**config.mk**
```make
export PLATFORM = sky130hd
export DESIGN_NAME = bsg_mesh_router_out_sched
export DESIGN_NICKNAME = d
export VERILOG_FILES = /design/src/rtl/bsg_mesh_router_out_sched.sv
export SDC_FILE = /design/constraint.sdc
export NUM_CORES = 1
export LEC_CHECK = 0
export ABC_AREA = 1
export BUFFER_PORTS_ARGS = -buffer_cell sky130_fd_sc_hd__buf_2
export CELL_PAD_IN_SITES_DETAIL_PLACEMENT = 2
export CELL_PAD_IN_SITES_GLOBAL_PLACEMENT = 2
export CORE_MARGIN = 4
export CORE_UTILIZATION = 26
export DETAILED_ROUTE_END_ITERATION = 10
export PLACE_DENSITY = 0.88
export SLEW_MARGIN = 40
export SYNTH_ARGS = -nofsm -noshare
export SYNTH_HDL_FRONTEND = slang
export SYNTH_SLANG_ARGS = --single-unit
```
**constraint.sdc**
```tcl
create_clock -name clk -period 7.8 [get_ports clk]
set_clock_uncertainty 0.05 [all_clocks]
set_input_delay 2.34 -clock clk [delete_from_list [all_inputs] [get_ports clk]]
set_output_delay 2.34 -clock clk [all_outputs]
set_load 0.01 [all_outputs]
```
**src/rtl/bsg_mesh_router_out_sched.sv**
```systemverilog
// bsg_mesh_router_out_sched: round-robin credit-based output scheduler with drain handshake; optional starvation guard via BSG_MESH_OUT_SCHED_STARVE_GUARD_EN
module bsg_mesh_router_out_sched #(
  parameter int width_p   = 16,
  parameter int dirs_p    = 5,
  parameter int credits_p = 4
) (
  input  logic                      clk,
  input  logic                      reset,
  input  logic [dirs_p-1:0]         v_i,
  input  logic [dirs_p*width_p-1:0] data_i,
  output logic [dirs_p-1:0]         yumi_o,
  output logic                      v_o,
  output logic [width_p-1:0]        data_o,
  input  logic                      credit_i,
  input  logic                      drain_i,
  output logic                      drained_o,
  output logic                      credit_err_o
);
  localparam int cw = $clog2(credits_p + 1);
  localparam int pw = (dirs_p > 1) ? $clog2(dirs_p) : 1;
  localparam logic [pw:0] dirs_w = (pw + 1)'(dirs_p);
  localparam logic [cw-1:0] credits_w = cw'(credits_p);
  typedef enum logic [1:0] {RUN, DRAIN, DRAINED} state_e;
  state_e state_r, state_n;
  logic [cw-1:0] credits_r, credits_n;
  logic [pw-1:0] rr_r, rr_idx, sel_idx;
  logic [pw:0] k;
  logic found, grant, full;
  // first requester at or after the rr pointer, wrapping around
  always_comb begin
    rr_idx = '0;
    found = 1'b0;
    k = '0;
    for (int i = 0; i < dirs_p; i++) begin
      k = {1'b0, rr_r} + (pw + 1)'(i);
      k = (k >= dirs_w) ? k - dirs_w : k;
      if (!found && v_i[k]) begin
        found = 1'b1;
        rr_idx = k[pw-1:0];
      end
    end
  end
`ifdef BSG_MESH_OUT_SCHED_STARVE_GUARD_EN
  logic [3:0] wait_r [dirs_p];
  logic starve;
  logic [pw-1:0] starve_idx;
  // lowest-index saturated waiter overrides round-robin
  always_comb begin
    starve = 1'b0;
    starve_idx = '0;
    for (int i = dirs_p - 1; i >= 0; i--) begin
      if (v_i[i] && wait_r[i] == 4'hf) begin
        starve = 1'b1;
        starve_idx = pw'(i);
      end
    end
  end
  assign sel_idx = starve ? starve_idx : rr_idx;
  // per-input wait counters: count ungranted cycles, clear on grant or idle
  always_ff @(posedge clk) begin
    for (int i = 0; i < dirs_p; i++)
      wait_r[i] <= (reset || !v_i[i] || yumi_o[i]) ? 4'h0 : (wait_r[i] == 4'hf) ? 4'hf : wait_r[i] + 4'h1;
  end
`else
  assign sel_idx = rr_idx;
`endif
  assign full = credits_r == credits_w;
  assign grant = (state_r == RUN) && !drain_i && (credits_r != '0) && found;
  assign yumi_o = grant ? {{(dirs_p-1){1'b0}}, 1'b1} << sel_idx : '0;
  assign drained_o = (state_r == DRAINED) && drain_i;
  // credit bookkeeping and drain state transitions
  always_comb begin
    credits_n = (grant && !credit_i) ? credits_r - 1'b1
              : (!grant && credit_i && !full) ? credits_r + 1'b1
              : credits_r;
    state_n = (state_r == RUN) ? (drain_i ? DRAIN : RUN)
            : !drain_i ? RUN
            : (state_r == DRAIN && credits_n == credits_w && !v_o) ? DRAINED
            : state_r;
  end
  // state, credits, rr pointer and the registered output flit
  always_ff @(posedge clk) begin
    if (reset) begin
      state_r <= RUN;
      credits_r <= credits_w;
      rr_r <= '0;
      v_o <= 1'b0;
      data_o <= '0;
      credit_err_o <= 1'b0;
    end else begin
      state_r <= state_n;
      credits_r <= credits_n;
      v_o <= grant;
      if (grant) begin
        data_o <= data_i[sel_idx*width_p +: width_p];
        rr_r <= (sel_idx == pw'(dirs_p - 1)) ? '0 : sel_idx + 1'b1;
      end
      if (credit_i && full) credit_err_o <= 1'b1;
    end
  end
endmodule

```
==> After elaboration in Yosys (flattened, before gate mapping) <==
Index checks and enable logic that the tools add are counted.
{ "word_totals": {"in_bits": 89, "regBits": 26, "latch_bits": 0, "out_inout_bits": 24, "mem_bits_ro": 0, "mem_bits_rw": 0, "mem_count": 0} }
{ "op_classes": {"n_eq_ne": 6, "magnitude_cmp": 10, "addsub": 12, "n_reduce_logical": 25, "muxes": 33, "shift": 2, "n_div": 0, "n_mul": 0, "bitwise": 0} }
{ "ops": {"columns": ["op", "n"], "rows": [
  ["indexed part select 80 x 8 -> 16 bit", 1],
  ["2-to-1 mux 3 bit", 8],
  ["< comparator 4 bit (second input constant)", 5],
  ["2-to-1 mux 4 bit", 5],
  ["greater-or-equal comparator 4 x 3 -> 1 bit (second input constant)", 4],
  ["subtractor 4 x 3 -> 4 bit (second input constant)", 4],
  ["binary-select mux 1 bit (select 3 bit)", 5],
  ["logical AND 1 bit", 14],
  ["2-to-1 mux 1 bit", 11],
  ["== test 3 bit (second input constant)", 3],
  ["logical NOT 1 bit", 9],
  ["adder 3 x 2 -> 4 bit (second input constant)", 2],
  ["adder 3 x 1 -> 3 bit (second input constant)", 2],
  ["2-to-1 mux 2 bit", 3],
  ["2-to-1 mux 5 bit", 1],
  ["left shift 1 x 3 -> 5 bit (first input constant)", 1],
  ["adder 3 x 1 -> 4 bit (second input constant)", 1],
  ["adder 3 x 3 -> 4 bit (second input constant)", 1],
  ["subtractor 3 x 3 -> 4 bit (second input constant)", 1],
  ["greater-or-equal comparator 3 bit (second input constant)", 1],
  ["!= test 3 x 1 -> 1 bit (second input constant)", 1],
  ["nonzero test 3 bit", 1],
  ["subtractor 3 x 1 -> 3 bit (second input constant)", 1],
  ["== test 2 x 1 -> 1 bit (second input constant)", 1],
  ["other kinds (2)", 2]
]} }

==> Logic depth before layout (Yosys ltp) <==
Gate-level depths: netlist (run 1).
{ "logic_depth": {"depth_word": 29, "ltp_mapped": 26, "depth_no_buf": 25} }

==> Least setup slack after synthesis (run 1) <==
No wires, ideal clock.
{ "synth_timing": {"kind": "in2out", "start": "input port v_i[4]", "end": "output port yumi_o[0]", "n_path_buf": 1, "stages": 16, "arrival_ns": 4.037, "path_slack_ns": 1.373, "cell_sequence": "inv_1 nor3_2 nand3_1 nand2_1 nand2_1 nand2_2 nor2_4 nand2b_1 inv_2 nand2_1 nand3_2 nor2_4 buf_4 ha_1 inv_1 nor3_1"} }
{ "synth_between": {"elab_chain_len": 17, "elab_cells_between_ends": 31, "cone_classes": "shift (1); mux (21); reduce/logical (9)"} }
{ "synth_lines": {"columns": ["item", "line", "text"], "rows": [
  ["start: declaration", "9", "input logic [dirs_p-1:0] v_i,"],
  ["binary-select mux 1 bit (select 3 bit)", "37", "if (!found && v_i[k]) begin"],
  ["2-to-1 mux 1 bit (implied by the code)", "37", null],
  ["2-to-1 mux 1 bit", "37", null],
  ["logical NOT 1 bit", "37", null],
  ["logical AND 1 bit", "37", null],
  ["2-to-1 mux 1 bit", "37", null],
  ["logical NOT 1 bit", "37", null],
  ["logical AND 1 bit", "37", null],
  ["2-to-1 mux 1 bit", "37", null],
  ["logical NOT 1 bit", "37", null],
  ["logical AND 1 bit", "37", null],
  ["2-to-1 mux 1 bit", "37", null],
  ["logical NOT 1 bit", "37", null],
  ["logical AND 1 bit", "37", null],
  ["2-to-1 mux 3 bit or 2-to-1 mux 1 bit (tied branches)", "37", null],
  ["left shift 1 x 3 -> 5 bit or logical AND 1 bit (tied branches)", "69, 68", null],
  ["2-to-1 mux 5 bit (*)", "69", "assign yumi_o = grant ? {{(dirs_p-1){1'b0}}, 1'b1} << sel_idx : '0;"],
  ["end: declaration", "11", "output logic [dirs_p-1:0] yumi_o,"]
]} }
Every way passes the cells marked *; elsewhere a longest branch is shown, timed or not. The select of a mux whose other input is x is not followed.

==> Final worst setup path (run 1) <==
{ "layout_timing": {"start": "input port v_i[0]", "end": "output port yumi_o[4]"} }
Same word-level chain as after synthesis.

==> flow_summary_export.csv, run 1 <==
group,metric,value,unit
outcome,outcome,"complete, no violations",
setup_path,cp.required,5.41,ns
die,rows,38,
drt,first_iter_violations,155,
grt,grt_pass1_vias,4075,
setup_path,crit_family,"simple AND/OR/NAND/NOR gates",
setup_path,cp_num_buf_inv,5,
die,die_w,114.0,um
drt,vias,3684,
layout,areaGrowthSynthToFinish,25.12,%
setup_path,startpoint_type,"input pin",
grt,grt_pass1_wl,20.75,mm
min_path,hold_start,"credit_err_o",
yosys,synth-async-reset-ratio,0,%
place,placedCellCount,730,
die,die_area,12990,um^2
min_path,min_to,"credit_err_o",
die,die_h,114.0,um
timing,slew_headroom,56.43,%
drt,totalWireLength,12.62,mm
timing,fin_ws,0.6658,ns
clock_network,cts_buffer_depth,2,
layout,fin_nets,703,
place,dp_hpwl,10.31,mm
clock_network,h-tree-depth,1,
yosys,yosysWarningCount,0,
yosys,synth.most_common_cell,"nand2_1",
layout,antenna_cells,0,
clock_network,root_buffer,"clkbuf_16",
clock_network,clk_pin_slew,0.07,ns
setup_path,cp-end-kind,"output port",
drt,drt-pass1-iter-count,4,
setup_path,worst_path_largest_cell_delay,0.39,ns
yosys,synth_top_area_share,19.80,%
yosys,ys_seq_area_share,17.83,%
die,ios,113,
die,initial_core_util,26.69,%
grt,grt.total_usage,19.59,%
clock_network,clock_latency,0.27,ns
grt,overflow,0,
pwr,irDropWorstVdd,0.1995,mV
clock_network,cts_setup_buffers,0,
place,io_buffer_count,112,
clock_network,cts_sinks,26,
pwr,p_per_area,560.5,nW/um^2
setup_path,r2r_slack,3.47,ns
die,fp.coreArea,10940,um^2
timing,slew_violations,0,
flow_run,cap_violations,0,
min_path,hold_class,"flip-flop to flip-flop",
grt,antenna_found_initial,0,
yosys,yosysTopAreaCell,"nand2_1",
setup_path,slowest_stage,"nand2_2",
yosys,netlist-cell-type-count,39,
yosys,syn_nets,604,
setup_path,rr_startpoint,"rr_r[1]",
yosys,synthesis.instances,496,
yosys,yosys-top-cells-count,"nand2_1 (154), nand3_1 (115), inv_1 (46), dfxtp_1 (26), a21oi_1 (23)",
pwr,p_leak,1.981,nW
drt,drcViolationCount,0,
setup_path,r2r-end,"data_o[11]",
setup_path,path_class,"input pin to output port",
yosys,ys.flop_type,"dfxtp_1",
timing,finalHoldViolCount,0,
place,gp_congestion,0.9448,
timing,rsz0062_at_grt,"no",
timing,fin_crit,7.134,ns
setup_path,path_depth,19,
yosys,syn_area,2919,um^2
timing,fmax,0.1402,GHz
clock_network,cts_hold_buf,0,
yosys,synth_edf_count,0,
place,placed_area,3547,um^2
timing,worst_slew_pin_slew,0.6513,ns
clock_network,cts_made_buffers,3,
grt,grt_max_degree,38,
yosys,synth.area.top_cells,"nand2_1 (20%), nand3_1 (20%), dfxtp_1 (18%)",
min_path,hold_path_depth,2,
drt,wire_per_inst,17.20,um
yosys,synth-seq-cells,26,
timing,setup_viol,0,
layout,stdcell_count,734,
timing,finalCritPeriodShare,91.46,%
setup_path,cp_common_cell,"nand2_1",
clock_network,ctsResizeCount,0,
drt,ant_nets,0,
layout,finalInstanceArea,3652,um^2
clock_network,cts_tree,"built",
place,dp_slack,0.6944,ns
setup_path,critPathArrivalTime,4.74,ns
setup_path,path_max_fanout,31,
setup_path,worstPathCellList,"buf_2 > inv_1 > nand2_1 > nand2_1 > nand3_1 > nand2_1 > nand2_1 > nand2_1 > nand2_2 > nor2_4 > nand2_2 > nor2_4 > nand2_2 > nand2_4 > inv_2 > ha_1 > inv_1 > nor3_2 > buf_2",
timing,setup_tns,0,ns
layout,drive_above_1_share,25.42,%
setup_path,reg2reg_depth,18,
yosys,syn_area_per_cell,5.885,um^2
drt,viasPerCell,5.019,
registers in the layout, indices dropped and copies added, names as in the netlist:
register and cells:
data_o 16, rr_r 3, v_o 1, credits_r 3, state_r 2, credit_err_o 1
worst reg2reg max path, delay by kind of cell (launching register included):
| kind | cells | cell delay [ns] |
|---|---|---|
| AO/OA/AOI/OAI | 3 | 0.56 |
| flip-flops | 1 | 0.54 |
| buffers and inverters | 2 | 0.60 |
| adder cells (fa/ha/maj) | 2 | 0.73 |
| AND/OR/NAND/NOR | 11 | 1.77 |
per-stage QoR:
stage / hold slack (ns) / total power [mW] / utilization, %
6_report: 0.4125 / 2.047 / 33.40
5_1_grt: 0.4482 / 2.288 / 33.40
4_1_cts: 0.4208 / 2.070 / 33.40
3_5_place_dp: 0.4098 / 1.898 / 32.44
3_3_place_gp: 0.3861 / 1.807 / 32.44
2_1_floorplan: 0.4017 / 1.465 / -
routing by layer:
metal | global-route usage [%] | part of all wire, % | vias to the layer above
li1 | - | - | 1823
met1 | 24.03 | 43 | 1724
met2 | 34.82 | 48 | 115
met3 | 3.342 | 6.3 | 22
met4 | 6.017 | 2.3 | 0
met5 | 0 | 0 | -
layout make-up:
class	count	area, um^2
Clock buffer	3	75.07
Clock inverter	1	30.03
Fill cell	1398	7283
Inverter	54	206.4
Multi-Input combinational cell	394	2054
Sequential cell	26	520.5
Tap cell	140	175.2
Timing Repair Buffer	116	590.6
cell families (layout without fill, tap and decap cells):
logic type	Yosys count	count (layout)	synth area share, %
AND/OR/NAND/NOR	308	308	48.48
AO/OA/AOI/OAI	62	62	11.96
buffers and inverters	76	174	11.79
adder cells (fa/ha/maj)	19	19	8.401
XOR/XNOR	4	4	1.200
multiplexers	1	1	0.3429
flip-flops	26	26	17.83
power by group:
part	switching (mW)	total [mW]	internal, mW
clock network	0.0524	0.155	0.102
logic	1.15	1.68	0.522
registers	0.0360	0.215	0.179
how the worst max path moves through the flow:
stage                     startpoint         to  slack (ns)
after floorplan               v_i[4]  yumi_o[0]        1.37
after global placement        v_i[0]  yumi_o[4]        0.85
after detailed placement      v_i[0]  yumi_o[4]        0.69
after CTS                     v_i[0]  yumi_o[4]        0.68
after global routing          v_i[1]  yumi_o[0]        0.42
final                         v_i[0]  yumi_o[4]        0.67
cells in the final DEF (no fill, tap or decap), types with 2 or more instances in the layout:
cell,synthesis,final
nand2_1,154,154
nand3_1,115,115
buf_2,5,112
inv_1,46,46
dfxtp_1,26,26
a21oi_1,23,23
o21ai_0,22,22
ha_1,18,18
nor2_1,11,11
nand2_2,7,7
inv_2,6,6
o21ai_1,4,4
nand3_2,4,4
o211ai_1,4,4
nor2_4,4,4
buf_4,5,4
a21oi_2,3,3
xnor2_1,3,3
nor3_1,3,3
nand4_1,3,3
clkbuf_16,0,3
nor3_2,2,2
a22oi_1,2,2
No activity file was read; power rests on OpenSTA's default activity.
==> run 2, diff against run 1 <==
--- a/config.mk
+++ b/config.mk
@@ -10,9 +10,9 @@
 export CELL_PAD_IN_SITES_DETAIL_PLACEMENT = 2
 export CELL_PAD_IN_SITES_GLOBAL_PLACEMENT = 2
 export CORE_MARGIN = 4
-export CORE_UTILIZATION = 26
+export CORE_UTILIZATION = 24
 export DETAILED_ROUTE_END_ITERATION = 10
-export PLACE_DENSITY = 0.88
+export PLACE_DENSITY = 0.82
 export SLEW_MARGIN = 40
 export SYNTH_ARGS = -nofsm -noshare
 export SYNTH_HDL_FRONTEND = slang
==> constraint.sdc (replaced) <==
create_clock -name clk -period 7 [get_ports clk]
set_clock_uncertainty 0.05 [all_clocks]
set_input_delay 2.1 -clock clk [delete_from_list [all_inputs] [get_ports clk]]
set_output_delay 2.1 -clock clk [all_outputs]
set_load 0.01 [all_outputs]
==> run 2 against run 1 <==
Worst setup slack got worse by 0.31 ns. Worst hold slack gained 0.014 ns. Combinational power grew 9.5%. Via count down 1.2%. Count of clock-buffer cells in the layout unchanged. Cell count is 1.1% higher. Utilization shrank 2.7 points. Global-route usage fell by 1.9 points. Total power is 9.9% higher. Critical path depth decreased by 2. Flip-flop and latch count unchanged.
==> flow_summary_export.csv, run 2 (same netlist as run 1, synthesis figures left out) <==
group,metric,value,unit
outcome,outcome,"complete, no violations",
min_path,hold_start,"credit_err_o",
clock_network,h-tree-depth,1,
timing,setup_viol,0,
place,dp_hpwl,10.22,mm
layout,fin_nets,704,
grt,grt_max_degree,36,
setup_path,critPathArrivalTime,4.49,ns
setup_path,path_class,"input pin to output port",
setup_path,cp.required,4.85,ns
setup_path,cp_common_cell,"nand2_1",
pwr,netSwitchingPower,1.362,mW
min_path,min_to,"credit_err_o",
place,placed_area,3563,um^2
pwr,p_comb_share,81.7,%
pwr,p_seq_share,10.6,%
clock_network,clk_pin_slew,0.07,ns
die,rows,40,
die,fp.coreArea,11960,um^2
pwr,power,2.250,mW
setup_path,cp-end-kind,"output port",
layout,largest_reg_flops,16,
layout,layout_common_cells,"nand2_1 (154), nand3_1 (115), buf_2 (112)",
drt,ant_nets,0,
grt,grt.total_usage,17.73,%
timing,finalCritPeriodShare,94.92,%
grt,grt_pass1_vias,4073,
die,die_w,118.3,um
drt,drcViolationCount,0,
timing,fin_crit,6.644,ns
setup_path,cp_num_buf_inv,4,
place,dp_slack,0.3987,ns
clock_network,cts_setup_buffers,0,
die,initial_core_util,24.40,%
setup_path,worst_path_largest_cell_delay,0.39,ns
layout,areaGrowthSynthToFinish,25.68,%
grt,grt_pass1_wl,20.67,mm
pwr,power.internal,0.8876,mW
place,placedCellCount,738,
layout,antenna_cells,0,
clock_network,cts_tree,"built",
clock_network,cts_buffer_depth,2,
timing,slew_violations,0,
layout,drive_above_1_share,25.55,%
setup_path,rr_startpoint,"rr_r[1]",
timing,worst_slew_pin_slew,0.5880,ns
layout,num-fill-cells,1516,
clock_network,cts_hold_buf,0,
layout,regMostFlops,"data_o",
drt,viasPerCell,4.904,
die,ios,113,
pwr,p_per_area,613.2,nW/um^2
setup_path,path_max_fanout,21,
timing,finalHoldViolCount,0,
clock_network,root_buffer,"clkbuf_16",
timing,slew_headroom,60.75,%
min_path,hold_class,"flip-flop to flip-flop",
grt,busiest_layer,"met2",
timing,fin_ws,0.3558,ns
layout,finalInstanceArea,3669,um^2
timing,fin_hold_ws,0.4261,ns
clock_network,cts_sinks,26,
min_path,hold_path_depth,2,
drt,vias,3639,
pwr,p_leak,1.985,nW
grt,grt_util_met2,32.69,%
setup_path,startpoint_type,"input pin",
drt,wire_per_inst,16.53,um
layout,final_common_cell,"nand2_1",
drt,first_iter_violations,133,
layout,top_regs,"data_o (16), credits_r (3), rr_r (3)",
drt,totalWireLength,12.26,mm
layout,fin_util,30.67,%
die,die_h,118.3,um
setup_path,slowest_stage,"nand2_2",
grt,met1_usage,21.91,%
setup_path,r2r-end,"rr_r[2]",
drt,drt-pass1-iter-count,4,
timing,setup_tns,0,ns
grt,met3_usage,2.679,%
grt,overflow,0,
setup_path,r2r_slack,2.90,ns
setup_path,worstPathCellList,"buf_2 > inv_1 > nand2_1 > nand2_1 > nand3_1 > nand2_1 > nand2_1 > nand2_1 > nand2_2 > nor2_4 > nand2_2 > nor2_4 > nand2_1 > nand2_2 > clkinv_2 > nor3_1 > buf_2",
place,io_buffer_count,112,
die,die_area,13990,um^2
place,gp_congestion,0.7998,
setup_path,crit_family,"simple AND/OR/NAND/NOR gates",
pwr,power_frac_clock,7.7,%
pwr,p_sw_share,60.54,%
layout,stdcell_count,742,
grt,antenna_found_initial,0,
clock_network,clock_latency,0.27,ns
timing,rsz0062_at_grt,"no",
pwr,irDropWorstVdd,0.2787,mV
clock_network,cts_made_buffers,3,
setup_path,reg2reg_depth,20,
clock_network,ctsResizeCount,0,
flow_run,cap_violations,0,
timing,fmax,0.1505,GHz
## run 2: cell types whose count changed in the layout (fill, tap and decap cells not counted)
cell,delta
buf_4,+1
## run 2: final cells by class
cell class / count / area [um^2] / share of cell area (%)
clock inverter: 1 / 30.03 / 0.8186
sequential: 26 / 520.5 / 14.19
timing repair buffer: 117 / 598.1 / 16.30
multi-input combinational: 394 / 2054 / 56.00
clock buffer: 3 / 75.07 / 2.046
tap: 147 / 183.9 / 5.014
inverter: 54 / 206.4 / 5.628
## run 2: how the worst max path moves through the flow
| stage | startpoint | to | cells past startpoint |
|---|---|---|---|
| 4_1_cts | v_i[0] | yumi_o[0] | 17 |
| 6_report | v_i[0] | yumi_o[0] | 17 |
| 5_1_grt | v_i[0] | yumi_o[0] | 17 |
| 3_5_place_dp | v_i[0] | yumi_o[0] | 17 |
| 2_1_floorplan | v_i[4] | yumi_o[0] | 16 |
| 3_3_place_gp | v_i[0] | yumi_o[0] | 17 |
## run 2: power by group through the flow
stage               Sequential, mW  Combinational (mW)  Clock [mW]
floorplan                    0.251                1.38           0
global placement             0.238                1.76           0
detailed placement           0.242                1.85           0
CTS                          0.240                1.86       0.179
global route                 0.245                2.11       0.182
finish                       0.239                1.84       0.174
## run 2: tightest hold or removal path, cell delays in order (launching register included)
cell and delay (ns):
dfxtp_1 0.32, inv_1 0.05, a21oi_1 0.06
## run 2: routing by layer
| metal | part of all wire, % | wire, um |
|---|---|---|
| met4 | 0.77 | 94 |
| met1 | 44 | 5443 |
| met2 | 50 | 6139 |
| met5 | 0 | 0 |
| met3 | 4.8 | 584 |
